$ cat src/rtl/l3_fill_ctrl_pkg.sv
// Shared types and default geometry for the L3 line-fill controller.
// Latency: n/a (declarations only).
// Backpressure: n/a.
package l3_pkg;

   typedef enum logic [1:0] {
      IDLE = 2'd0,
      READ = 2'd1,
      FILL = 2'd2,
      ERR  = 2'd3
   } fill_state_t;

   // Default geometry; must match the L3 instance being filled.
   localparam int DEF_DATA_WIDTH = 32;
   localparam int DEF_ADDR_WIDTH = 32;
   localparam int DEF_LINE_SIZE  = 16;

   localparam int BYTES_PER_WORD = DEF_DATA_WIDTH / 8;
   localparam int WORDS_PER_LINE = DEF_LINE_SIZE / BYTES_PER_WORD;
   localparam int LINE_BITS      = DEF_LINE_SIZE * 8;
   localparam int OFFSET_BITS    = $clog2(DEF_LINE_SIZE);

   // Counter width that stays legal (>=1 bit) even for a count of 1.
   function automatic int cnt_width(input int n);
      return (n > 1) ? $clog2(n) : 1;
   endfunction

endpackage

$ cat src/rtl/l3_fill_ctrl_if.sv
// Bundles the miss request, RAM read, L3 fill and response signals.
// Latency: n/a (wiring only).
// Backpressure: miss_ready gates requests; RAM stalls via ram_ack.
// Modports:
//   slave  - the fill controller (consumes misses and RAM data, drives fill/resp)
//   master - the environment (requester, RAM and L3 side)
interface l3_fill_ctrl_if
   import l3_pkg::*;
#(
   parameter int DATA_WIDTH = DEF_DATA_WIDTH,
   parameter int ADDR_WIDTH = DEF_ADDR_WIDTH,
   parameter int LINE_SIZE  = DEF_LINE_SIZE
);
   // miss request
   logic                   miss_valid;
   logic                   miss_ready;
   logic [ADDR_WIDTH-1:0]  miss_addr;
   // RAM read port
   logic                   ram_rd_en;
   logic [ADDR_WIDTH-1:0]  ram_addr;
   logic                   ram_ack;
   logic [DATA_WIDTH-1:0]  ram_r_data;
   // L3 block-fill port
   logic                   fill_en;
   logic [ADDR_WIDTH-1:0]  fill_addr;
   logic [LINE_SIZE*8-1:0] fill_data;
   logic                   fill_mark_valid;
   // response to requester
   logic                   resp_valid;
   logic                   resp_err;
   logic [LINE_SIZE*8-1:0] resp_line;
   logic                   busy;

   modport slave (
      input  miss_valid, miss_addr, ram_ack, ram_r_data,
      output miss_ready, ram_rd_en, ram_addr,
      output fill_en, fill_addr, fill_data, fill_mark_valid,
      output resp_valid, resp_err, resp_line, busy
   );

   modport master (
      output miss_valid, miss_addr, ram_ack, ram_r_data,
      input  miss_ready, ram_rd_en, ram_addr,
      input  fill_en, fill_addr, fill_data, fill_mark_valid,
      input  resp_valid, resp_err, resp_line, busy
   );

endinterface

$ cat src/rtl/l3_fill_ctrl.sv
// Line-fill engine: reads one cache line from RAM word by word, fills the L3, answers the requester.
// Latency: accept at edge T, FILL/resp in cycle T+WORDS with ack every cycle (+1 per RAM wait cycle).
// Backpressure: one miss at a time (miss_ready only in IDLE); RAM stalls via ram_ack, per-word timeout aborts.
// Ports:
//   i_clk    - clock, all state on rising edge
//   i_rst_n  - asynchronous active-low reset
//   io_bus   - l3_fill_ctrl_if.slave: miss request, RAM read, L3 fill, response, busy
module l3_fill_ctrl
   import l3_pkg::*;
#(
   parameter int DATA_WIDTH     = DEF_DATA_WIDTH,
   parameter int ADDR_WIDTH     = DEF_ADDR_WIDTH,
   parameter int LINE_SIZE      = DEF_LINE_SIZE,
   parameter int TIMEOUT_CYCLES = 64
) (
   input  logic           i_clk,
   input  logic           i_rst_n,
   l3_fill_ctrl_if.slave  io_bus
);

   localparam int BPW        = DATA_WIDTH / 8;
   localparam int WORDS      = LINE_SIZE / BPW;
   localparam int CNT_W      = cnt_width(WORDS);
   localparam int TMR_W      = cnt_width(TIMEOUT_CYCLES);
   localparam int WORD_SHIFT = $clog2(BPW);

   localparam logic [ADDR_WIDTH-1:0] OFF_MASK  = ADDR_WIDTH'(LINE_SIZE - 1);
   localparam logic [CNT_W-1:0]      LAST_WORD = CNT_W'(WORDS - 1);
   localparam logic [TMR_W-1:0]      TMO_LAST  = TMR_W'(TIMEOUT_CYCLES - 1);

   fill_state_t                        r_state;
   fill_state_t                        w_state_nxt;
   logic [ADDR_WIDTH-1:0]              r_base;
   logic [CNT_W-1:0]                   r_word_cnt;
   logic [TMR_W-1:0]                   r_timer;
   logic [WORDS-1:0][DATA_WIDTH-1:0]   r_line;

   logic                               w_ack;
   logic                               w_last;
   logic                               w_tmo;
   logic [ADDR_WIDTH-1:0]              w_word_addr;

   // ram_ack only counts while a read is actually being requested.
   assign w_ack       = (r_state == READ) && io_bus.ram_ack;
   assign w_last      = (r_word_cnt == LAST_WORD);
   assign w_tmo       = (r_timer == TMO_LAST);
   assign w_word_addr = r_base + (ADDR_WIDTH'(r_word_cnt) << WORD_SHIFT);

   // ---------------- state register ----------------
   always_ff @(posedge i_clk or negedge i_rst_n) begin
      if (!i_rst_n) begin
         r_state <= IDLE;
      end else begin
         r_state <= w_state_nxt;
      end
   end

   // ---------------- next state and outputs ----------------
   // All outputs decode the registered state, so an async reset drops
   // every strobe (including ram_rd_en) without waiting for a clock.
   always_comb begin
      w_state_nxt            = r_state;
      io_bus.miss_ready      = 1'b0;
      io_bus.ram_rd_en       = 1'b0;
      io_bus.ram_addr        = '0;
      io_bus.fill_en         = 1'b0;
      io_bus.fill_addr       = '0;
      io_bus.fill_data       = '0;
      io_bus.fill_mark_valid = 1'b0;
      io_bus.resp_valid      = 1'b0;
      io_bus.resp_err        = 1'b0;
      io_bus.resp_line       = '0;
      io_bus.busy            = (r_state != IDLE);

      case (r_state)
         IDLE: begin
            io_bus.miss_ready = 1'b1;
            if (io_bus.miss_valid) begin
               w_state_nxt = READ;
            end
         end
         READ: begin
            io_bus.ram_rd_en = 1'b1;
            io_bus.ram_addr  = w_word_addr;
            if (w_ack && w_last) begin
               w_state_nxt = FILL;
            end else if (!w_ack && w_tmo) begin
               w_state_nxt = ERR;
            end
         end
         FILL: begin
            io_bus.fill_en         = 1'b1;
            io_bus.fill_mark_valid = 1'b1;
            io_bus.fill_addr       = r_base;
            io_bus.fill_data       = r_line;
            io_bus.resp_valid      = 1'b1;
            io_bus.resp_line       = r_line;
            w_state_nxt            = IDLE;
         end
         ERR: begin
            // Abort: the L3 never sees the partially assembled line.
            io_bus.resp_valid = 1'b1;
            io_bus.resp_err   = 1'b1;
            w_state_nxt       = IDLE;
         end
         default: begin
            w_state_nxt = IDLE;
         end
      endcase
   end

   // ---------------- datapath ----------------
   always_ff @(posedge i_clk or negedge i_rst_n) begin
      if (!i_rst_n) begin
         r_base     <= '0;
         r_word_cnt <= '0;
         r_timer    <= '0;
         r_line     <= '0;
      end else begin
         case (r_state)
            IDLE: begin
               if (io_bus.miss_valid) begin
                  r_base     <= io_bus.miss_addr & ~OFF_MASK;
                  r_word_cnt <= '0;
                  r_timer    <= '0;
               end
            end
            READ: begin
               if (w_ack) begin
                  r_line[r_word_cnt] <= io_bus.ram_r_data;
                  r_timer            <= '0;
                  // Hold on the last word so the counter never wraps.
                  if (!w_last) begin
                     r_word_cnt <= r_word_cnt + 1'b1;
                  end
               end else if (!w_tmo) begin
                  r_timer <= r_timer + 1'b1;
               end
            end
            default: begin
            end
         endcase
      end
   end

endmodule
$ cat src/flat_wrapper.sv
// flat-port wrapper written by rule: the top's interface ports become plain ports
module l3_fill_ctrl_flat import l3_pkg::*;
#(
   parameter int DATA_WIDTH     = DEF_DATA_WIDTH,
   parameter int ADDR_WIDTH     = DEF_ADDR_WIDTH,
   parameter int LINE_SIZE      = DEF_LINE_SIZE,
   parameter int TIMEOUT_CYCLES = 64
)
  (i_clk, i_rst_n, io_bus_miss_valid, io_bus_miss_addr, io_bus_ram_ack, io_bus_ram_r_data, io_bus_miss_ready, io_bus_ram_rd_en, io_bus_ram_addr, io_bus_fill_en, io_bus_fill_addr, io_bus_fill_data, io_bus_fill_mark_valid, io_bus_resp_valid, io_bus_resp_err, io_bus_resp_line, io_bus_busy);
  l3_fill_ctrl_if #(.DATA_WIDTH(DATA_WIDTH), .ADDR_WIDTH(ADDR_WIDTH), .LINE_SIZE(LINE_SIZE)) io_bus_i ();
  input  logic i_clk;
  input  logic i_rst_n;
  input wire logic [$bits(io_bus_i.miss_valid)-1:0] io_bus_miss_valid;
  input wire logic [$bits(io_bus_i.miss_addr)-1:0] io_bus_miss_addr;
  input wire logic [$bits(io_bus_i.ram_ack)-1:0] io_bus_ram_ack;
  input wire logic [$bits(io_bus_i.ram_r_data)-1:0] io_bus_ram_r_data;
  output wire logic [$bits(io_bus_i.miss_ready)-1:0] io_bus_miss_ready;
  output wire logic [$bits(io_bus_i.ram_rd_en)-1:0] io_bus_ram_rd_en;
  output wire logic [$bits(io_bus_i.ram_addr)-1:0] io_bus_ram_addr;
  output wire logic [$bits(io_bus_i.fill_en)-1:0] io_bus_fill_en;
  output wire logic [$bits(io_bus_i.fill_addr)-1:0] io_bus_fill_addr;
  output wire logic [$bits(io_bus_i.fill_data)-1:0] io_bus_fill_data;
  output wire logic [$bits(io_bus_i.fill_mark_valid)-1:0] io_bus_fill_mark_valid;
  output wire logic [$bits(io_bus_i.resp_valid)-1:0] io_bus_resp_valid;
  output wire logic [$bits(io_bus_i.resp_err)-1:0] io_bus_resp_err;
  output wire logic [$bits(io_bus_i.resp_line)-1:0] io_bus_resp_line;
  output wire logic [$bits(io_bus_i.busy)-1:0] io_bus_busy;
  assign io_bus_i.miss_valid = io_bus_miss_valid;
  assign io_bus_i.miss_addr = io_bus_miss_addr;
  assign io_bus_i.ram_ack = io_bus_ram_ack;
  assign io_bus_i.ram_r_data = io_bus_ram_r_data;
  assign io_bus_miss_ready = io_bus_i.miss_ready;
  assign io_bus_ram_rd_en = io_bus_i.ram_rd_en;
  assign io_bus_ram_addr = io_bus_i.ram_addr;
  assign io_bus_fill_en = io_bus_i.fill_en;
  assign io_bus_fill_addr = io_bus_i.fill_addr;
  assign io_bus_fill_data = io_bus_i.fill_data;
  assign io_bus_fill_mark_valid = io_bus_i.fill_mark_valid;
  assign io_bus_resp_valid = io_bus_i.resp_valid;
  assign io_bus_resp_err = io_bus_i.resp_err;
  assign io_bus_resp_line = io_bus_i.resp_line;
  assign io_bus_busy = io_bus_i.busy;
  l3_fill_ctrl #(.DATA_WIDTH(DATA_WIDTH), .ADDR_WIDTH(ADDR_WIDTH), .LINE_SIZE(LINE_SIZE), .TIMEOUT_CYCLES(TIMEOUT_CYCLES)) u_core (.i_clk(i_clk), .i_rst_n(i_rst_n), .io_bus(io_bus_i));
endmodule
$ cat config.mk
export PLATFORM = sky130hd
export DESIGN_NAME = l3_fill_ctrl_flat
export DESIGN_NICKNAME = d
export VERILOG_FILES = /design/src/rtl/l3_fill_ctrl_pkg.sv /design/src/rtl/l3_fill_ctrl_if.sv /design/src/rtl/l3_fill_ctrl.sv /design/src/flat_wrapper.sv
export SDC_FILE = /design/constraint.sdc
export NUM_CORES = 1
export LEC_CHECK = 0
export BUFFER_PORTS_ARGS = -buffer_cell sky130_fd_sc_hd__buf_2
export CAP_MARGIN = 20
export CORE_AREA = 5 5 150 152
export DETAILED_ROUTE_END_ITERATION = 6
export DIE_AREA = 0 0 155 157
export PLACE_DENSITY = 0.73
export SLEW_MARGIN = 20
export SYNTH_ARGS = -nofsm -noshare
export SYNTH_HDL_FRONTEND = slang
export SYNTH_SLANG_ARGS = --single-unit
$ cat constraint.sdc
create_clock -name i_clk -period 3.75 [get_ports i_clk]
set_input_delay 0.9375 -clock i_clk [delete_from_list [all_inputs] [get_ports i_clk]]
set_output_delay 0.9375 -clock i_clk [all_outputs]
set_load 0.01 [all_outputs]
# --- Yosys cells after proc, flatten, opt, wreduce, memory -nomap -nowiden ---
# Cells that the tools add are included.
op_classes:
  n_eq_ne: 10
  n_mux: 23
  magnitude_cmp: 2
  n_addsub: 3
  n_reduce_logical: 14
op_table:
  columns: ["operator", "n"]
  rows:
  - ["$bwmux W128", 1]
  - ["$mux W128", 1]
  - ["$mux W32", 3]
  - ["$demux W32 S2", 1]
  - ["$add A32 B4 Y32", 1]
  - ["$mux W6", 3]
  - ["$mux W2", 6]
  - ["$pmux W6 S2", 1]
  - ["$add A6 B1 Y6 const B", 1]
  - ["$eq A2 B2 Y1 const B", 3]
  - ["$eq A6 B6 Y1 const B", 1]
  - ["$pmux W2 S3", 1]
  - ["$reduce_and A2 Y1", 3]
  - ["$mux W1", 5]
  - ["$logic_and A1 B1 Y1", 4]
  - ["$ne A2 B2 Y1 const B", 2]
  - ["$pmux W2 S2", 1]
  - ["$reduce_and A4 Y1", 1]
  - ["$reduce_bool A2 Y1", 2]
  - ["$lt A2 B3 Y1 const B", 1]
  - ["$ne A3 B2 Y1 const B", 1]
  - ["$ne A3 B3 Y1 const B", 1]
  - ["$reduce_and A3 Y1", 1]
  - ["$add A2 B1 Y2 const B", 1]
  - ["6 further kinds", 6]
word_totals:
  regBits: 166
  output_inout_bits: 327
  in_bits: 68

# --- Longest topological paths before layout ---
# Gate-level depths: netlist of run 1.
logic_depth:
  word_depth: 7
  depth_mapped: 6
  depth_no_buf: 4

# --- Worst setup path after synthesis of run 1 ---
# Ideal clock, no wire load.
synth_path:
  path_kind: "register -> output"
  start: "register u_core.r_state[1]"
  end: "output port io_bus_resp_line[100]"
  stages_incl_launch_ff: 7
  n_path_buf: 4
  t_required_ns: 2.812
  path_slack_ns: 1.384
  arrival_time_ns: 1.429
  path_cell_list: "dfrtp_1 buf_2 and2b_1 clkbuf_1 clkbuf_1 and2_1 buf_4"
synth_between:
  elab_chain_len: 2
synth_lines:
  columns: ["element", "line", "rtl"]
  rows:
  - ["start: declaration", "l3_fill_ctrl.sv:31", "fill_state_t r_state;"]
  - ["start signal: assignment", "l3_fill_ctrl.sv:54", "r_state <= w_state_nxt;"]
  - ["$eq A2 B2 Y1", null, null]
  - ["$mux W128", null, null]
  - ["end: declaration", "flat_wrapper.sv:26", "output wire logic [$bits(io_bus_i.resp_line)-1:0] io_bus_resp_line;"]
# Every way passes these cells.

# --- Final worst setup path of run 1 ---
layout_path:
  start: "register u_core.r_state[1]"
  end: "output port io_bus_fill_data[51]"
layout_between:
  elab_chain_len: 2
layout_lines:
  columns: ["element", "line", "rtl"]
  rows:
  - ["$eq A2 B2 Y1", "l3_fill_ctrl.sv:75", "case (r_state)"]
  - ["$mux W128", "l3_fill_ctrl.sv:75", null]
  - ["end: declaration", "flat_wrapper.sv:22", "output wire logic [$bits(io_bus_i.fill_data)-1:0] io_bus_fill_data;"]
# Every way passes these cells.

==> flow_summary.toml, run 1 <==
[die]
die_w_um = 155
dieHeight_um = 157
coreArea_mm2 = 0.0209
boundaryPins = 395
rows = 53
dieArea_mm2 = 0.0243
start_util_pct = 43.1

[clock_network]
clock_latency_ps = 410
clk_path_buf_depth = 2
tritoncts = "built"
clk_pin_slew_ps = 70
htree_levels = 4
hold_buffers = 0
post_cts_resized = 0
numCtsBuffers = 17
clockRootBuffer = "clkbuf_16"
cts_setup_buffers = 0
cts_sinks = 166

[routing]
wl_met3_um = 1490
num_vias = 5916
antenna_left = 0
first_pass_iters = 4
wl_per_cell_um = 17.0
drt-initial-drc-count = 214
vias_per_cell = 4.67
drc_errors = 0
wl_met2_um = 10700
drt-total-wl_um = 21500
met1_length_um = 8890
routed.top_layer = "met4"

[sta]
clock_skew_ps = 9.57
rsz0062_at_grt = "no"
fin_hold_ws_ps = 400
relSlewSlack_pct = 52.1
slew_viol_final = 0
finalCritPeriodShare_pct = 83.4
fmax_mhz = 320
setup_viol = 0
final-hold-violation-count = 0
timing.final.crit_period_ps = 3130
tns_ps = 0
worst_pin_slew_ps = 718

[final_layout]
fin_nets = 1052
multiInputGateArea_mm2 = 0.00357
area_growth_pct = 18.8
fin_cells = 1267
layout-drive-gt1-share_pct = 59.5
n_antenna_cell = 0
seq_area_mm2 = 0.00415
fill_cells = 1846

[grt]
grt.total_usage_pct = 16.8
grt_pass1_wl_um = 32700
grt_max_degree = 95
antenna_found_initial = 0
grt_overflow_total = 0
grt_pass1_vias = 6114

[setup_path]
reg2regPathDepth = 4
r2r_start = "u_core.r_state[0]"
crit_required_ps = 2810
worstSetupStartpointType = "flop"
critPathKind = "flop to output pin"
r2r_slack_ps = 1670
endpoint_kind = "output pin"
critical_path.max_fanout = 63
reg2reg_to = "u_core.r_line[17]"
cpMaxStageDelayCell = "dfrtp_1"
crit_chain = "and2b_4 > buf_4 > and2_1 > buf_2"
worst_path_largest_cell_delay_ps = 570
cp.arrival_ps = 2190

[logic_synthesis]
yosys.cell_types.count = 36
synthFlopType = "dfrtp_1"
avgSynthCellArea_um2 = 12.2
synthCells = 739
ys_seq_area_share_pct = 46.1
async_flop_share_pct = 100
synth_area_mm2 = 0.00900
ys_warn_count = 0
ys_ff_latch = 166
synth_edf_count = 0

[hold_path]
hp-class = "input pin to async pin"

[placed_design]
place_congestion = 0.789
hpwl_um = 15500
portBuffers = 384
place_inst = 1235

[power]
vdd_drop_max_v = 0.000384
total_power_mw = 7.47
power.leakage_nw = 6.01
p_per_area_mw_per_mm2 = 698

[flow_run]
cap_viol_max_count = 0

[outcome]
outcome = "finished clean"
-- cells in the final DEF, fill, tap and decap left out, drive strengths merged --
master,n
nor4bb,1
buf,392
or2,1
bufinv,1
a31oi,1
o31ai,2
and2,187
o22ai,1
nand2,2
inv,9
clkinv,5
clkinvlp,1
and3,2
ha,5
nor3b,2
a41oi,3
o21ba,1
nor2,1
nor3,2
a21oi,5
conb,6
o21bai,1
and4,1
mux2,156
mux2i,1
o21ai,4
nand3,8
nor2b,1
clkbuf,21
nand4,1
a21o,1
dfrtp,166
and2b,1
-- routing by layer --
layer	vias up	GRT usage (%)
met3	24	3.57
met2	254	29.5
met4	0	5.47
met1	2865	20.8
li1	2773	-
met5	-	0
-- layout make-up --
class	count	area share, %
inverters	5	0.176
multi-input cells	397	33.4
repair buffers	392	18.8
clock inverters	11	1.05
clock buffers	21	4.49
flip-flops and latches	166	38.8
well taps	275	3.22
-- cell usage after synthesis (2+ instances only) --
| cell type | instances | area, um^2 |
|---|---|---|
| buf_6 | 12 | 135 |
| nand2_1 | 2 | 7.51 |
| and3_1 | 2 | 12.5 |
| inv_1 | 5 | 18.8 |
| a21oi_1 | 5 | 25.0 |
| mux2_2 | 97 | 1090 |
| nor3_1 | 2 | 10.0 |
| clkbuf_1 | 22 | 82.6 |
| o31ai_1 | 2 | 15.0 |
| o21ai_0 | 4 | 20.0 |
| nand3_4 | 4 | 70.1 |
| buf_4 | 135 | 1010 |
| ha_1 | 5 | 62.6 |
| clkbuf_8 | 2 | 27.5 |
| mux2_4 | 59 | 886 |
| nand3_1 | 4 | 20.0 |
| a41oi_1 | 3 | 26.3 |
| buf_2 | 5 | 25.0 |
| and2_1 | 187 | 1170 |
| dfrtp_1 | 166 | 4150 |
-- state kept, by name (all words and copies together), names as in the netlist --
signal / cells
u_core.r_base: 28
u_core.r_timer: 6
u_core.r_line: 128
u_core.r_state: 2
u_core.r_word_cnt: 2
-- critical path: cells and delay by family, from the launching register on --
family / cells / cell delay, ps
buffers and inverters: 2 / 590
DFF: 1 / 570
and+or+nand+nor: 2 / 610
-- stage by stage --
step / util (%) / area, um^2 / worst slack, ps
6_report: 51.2 / 10700 / 622
5_1_grt: 51.2 / 10700 / 439
4_1_cts: 51.2 / 10700 / 546
3_5_place_dp: 48.4 / 10100 / 1010
3_3_place_gp: 48.4 / 10100 / 1020
2_1_floorplan: - / 9020 / 1380
-- worst max-delay path by stage --
stage	startpoint	to	slack, ps	cells past startpoint
after floorplan	u_core.r_state[1]	io_bus_resp_line[100]	1380	6
after global placement	u_core.r_state[1]	io_bus_resp_line[51]	1020	4
after detailed placement	u_core.r_state[1]	io_bus_fill_data[51]	1010	4
after global routing	u_core.r_state[1]	io_bus_resp_line[51]	440	4
final	u_core.r_state[1]	io_bus_fill_data[51]	620	4
after CTS	u_core.r_state[1]	io_bus_fill_data[51]	550	4
-- cell families after synthesis --
family / share of synthesized area [%]
AOI/OAI and AO/OA: 1.38
adders and majority gates: 0.695
buffers and inverters: 14.5
DFF: 46.1
muxes: 22.1
other: 0.0417
and+or+nand+nor: 15.2
-- power breakdown --
part / switching, mW / internal [mW] / leakage, nW / total (mW)
Combinational: 1.03 / 1.51 / 3.73 / 2.54
Sequential: 0.490 / 2.69 / 1.99 / 3.18
Clock: 0.745 / 0.999 / 0.291 / 1.74
Total: 2.27 / 5.20 / 6.01 / 7.47
No activity file was read; power rests on OpenSTA's default activity.
==> run 2: changes to the inputs <==
--- a/config.mk
+++ b/config.mk
@@ -7,10 +7,10 @@
 export LEC_CHECK = 0
 export BUFFER_PORTS_ARGS = -buffer_cell sky130_fd_sc_hd__buf_2
 export CAP_MARGIN = 20
-export CORE_AREA = 5 5 150 152
+export CORE_AREA = 5 5 152 154
 export DETAILED_ROUTE_END_ITERATION = 6
-export DIE_AREA = 0 0 155 157
-export PLACE_DENSITY = 0.73
+export DIE_AREA = 0 0 157 159
+export PLACE_DENSITY = 0.71
 export SLEW_MARGIN = 20
 export SYNTH_ARGS = -nofsm -noshare
 export SYNTH_HDL_FRONTEND = slang
==> constraint.sdc (replaced) <==
create_clock -name i_clk -period 3 [get_ports i_clk]
set_input_delay 0.75 -clock i_clk [delete_from_list [all_inputs] [get_ports i_clk]]
set_output_delay 0.75 -clock i_clk [all_outputs]
set_load 0.01 [all_outputs]
==> run 2 against run 1 <==
Effect of this change: count of clock-buffer cells in the layout fell by 3; clock skew rose by 1.4 ps; global-route usage is 0.33 points higher; cell area up 0.19%; die area is 2.6% higher; final cell count is 0.32% higher; routed wire length is 1.0% higher; largest cell class unchanged.
==> flow_summary.toml, run 2 (same netlist as run 1, synthesis figures left out) <==
[routing]
wl_per_cell_um = 17.1
num_vias = 5927
drc_errors = 0
first_pass_iters = 4
vias_per_cell = 4.66
antenna_left = 0
drt-total-wl_um = 21700
drt-initial-drc-count = 169

[clock_network]
clk_path_buf_depth = 2
hold_buffers = 0
cts_setup_buffers = 0
numCtsBuffers = 17
clk_pin_slew_ps = 70
cts_sinks = 166
clockRootBuffer = "clkbuf_16"
htree_levels = 4
tritoncts = "built"
clock_latency_ps = 410

[sta]
tns_ps = 0
setup_viol = 0
rsz0062_at_grt = "no"
timing.final.crit_period_ps = 2860
finalCritPeriodShare_pct = 95.2
final-hold-violation-count = 0
slew_viol_final = 0
fmax_mhz = 350
clock_skew_ps = 11.0
finalWorstSetupSlack_ps = 144
worst_pin_slew_ps = 775
relSlewSlack_pct = 48.3

[final_layout]
reg_top3 = "u_core.r_line (128), u_core.r_base (28), u_core.r_timer (6)"
area_growth_pct = 19.0
post-route-cell-area_mm2 = 0.0107
fin_nets = 1051
fin_util_pct = 49.7
largest_reg_flops = 128
fill_cells = 1953
layout_commonest_cell = "buf_2"
n_antenna_cell = 0
layout-drive-gt1-share_pct = 59.4
largest-register = "u_core.r_line"
layout_common_cells = "buf_2 (383), and2_1 (187), dfrtp_1 (166)"
multiInputGateArea_mm2 = 0.00357
seq_area_mm2 = 0.00415

[placed_design]
hpwl_um = 15700
place_congestion = 0.801
place_area_mm2 = 0.0101
dp_slack_ps = 566
portBuffers = 384

[die]
die_w_um = 157
start_util_pct = 41.8
coreArea_mm2 = 0.0216
rows = 54
dieArea_mm2 = 0.0250
dieHeight_um = 159
boundaryPins = 395

[hold_path]
hp-class = "input pin to async pin"

[setup_path]
worstSetupStartpointType = "flop"
crit_required_ps = 2250
cpMaxStageDelayCell = "dfrtp_1"
reg2reg_to = "u_core.r_line[16]"
r2r_slack_ps = 570
cp.arrival_ps = 2110
r2r_start = "u_core.r_state[0]"
setup.worst_path.start = "u_core.r_state[1]"
critPathKind = "flop to output pin"
endpoint_kind = "output pin"
worst_path_largest_cell_delay_ps = 570
critical_path.max_fanout = 158
crit_chain = "and2b_4 > buf_16 > and2_1 > buf_2"
reg2regPathDepth = 3

[grt]
grt_max_degree = 159
grt_pass1_wl_um = 34200
grt.total_usage_pct = 17.2
grt_pass1_vias = 6288
grt_overflow_total = 0
antenna_found_initial = 0

[power]
power.leakage_nw = 6.02
p_per_area_mw_per_mm2 = 876
vdd_drop_max_v = 0.000514

[outcome]
outcome = "finished clean"

[flow_run]
cap_viol_max_count = 0
run 2: changes by cell type in the layout (fill, tap and decap cells not counted), sizes merged:
cell | before | now
buf | 392 | 391
clkbuf | 21 | 18
clkinv | 5 | 3
clkinvlp | 1 | 0
inv | 9 | 15
run 2: cell type report:
cell class	instances	share of cell area [%]
timing repair buffer	391	18.9
multi-input combinational	397	33.3
tap	280	3.27
clock inverter	14	1.45
sequential	166	38.8
inverter	5	0.175
clock buffer	18	4.10
run 2: metrics by stage:
step / std cells / hold WS (ps) / power [mW]
after floorplan: 744 / 454 / 6.35
after global placement: 1239 / 479 / 7.14
after detailed placement: 1239 / 485 / 7.26
after CTS: 1271 / 309 / 9.52
after global routing: 1271 / 328 / 10.0
final: 1271 / 290 / 9.39
run 2: routing by layer:
metal  routed length (um)  part of all wire (%)  GRT usage [%]
met2                11100                    51           30.4
met5                    0                     0              0
met4                  311                   1.4           4.73
met1                 8550                    39           20.5
met3                 1770                   8.2           4.54
run 2: worst max path at each step:
stage	endpoint	depth (start not counted)
floorplan	io_bus_resp_line[100]	6
global placement	io_bus_resp_line[97]	4
detailed placement	io_bus_resp_line[97]	4
CTS	io_bus_resp_line[97]	4
global route	io_bus_resp_line[97]	4
finish	io_bus_resp_line[97]	4
run 2: worst max-delay path: cells and delay by family, from the launching register on:
kind / cells / cell delay (ps)
and+or+nand+nor: 2 / 490
DFF: 1 / 570
buffers and inverters: 2 / 520
run 2: timing repair:
| item | in CTS | in global routing |
|---|---|---|
| endpoints found under the setup margin | 0 | 2 |
| gates resized for setup | 0 | 1 |
| hold endpoints to repair | 0 | 0 |
run 2: power by group:
| part | switching (mW) | total (mW) | internal [mW] |
|---|---|---|---|
| clock network | 0.990 | 2.20 | 1.21 |
| registers | 0.616 | 3.97 | 3.36 |
| logic | 1.31 | 3.22 | 1.91 |
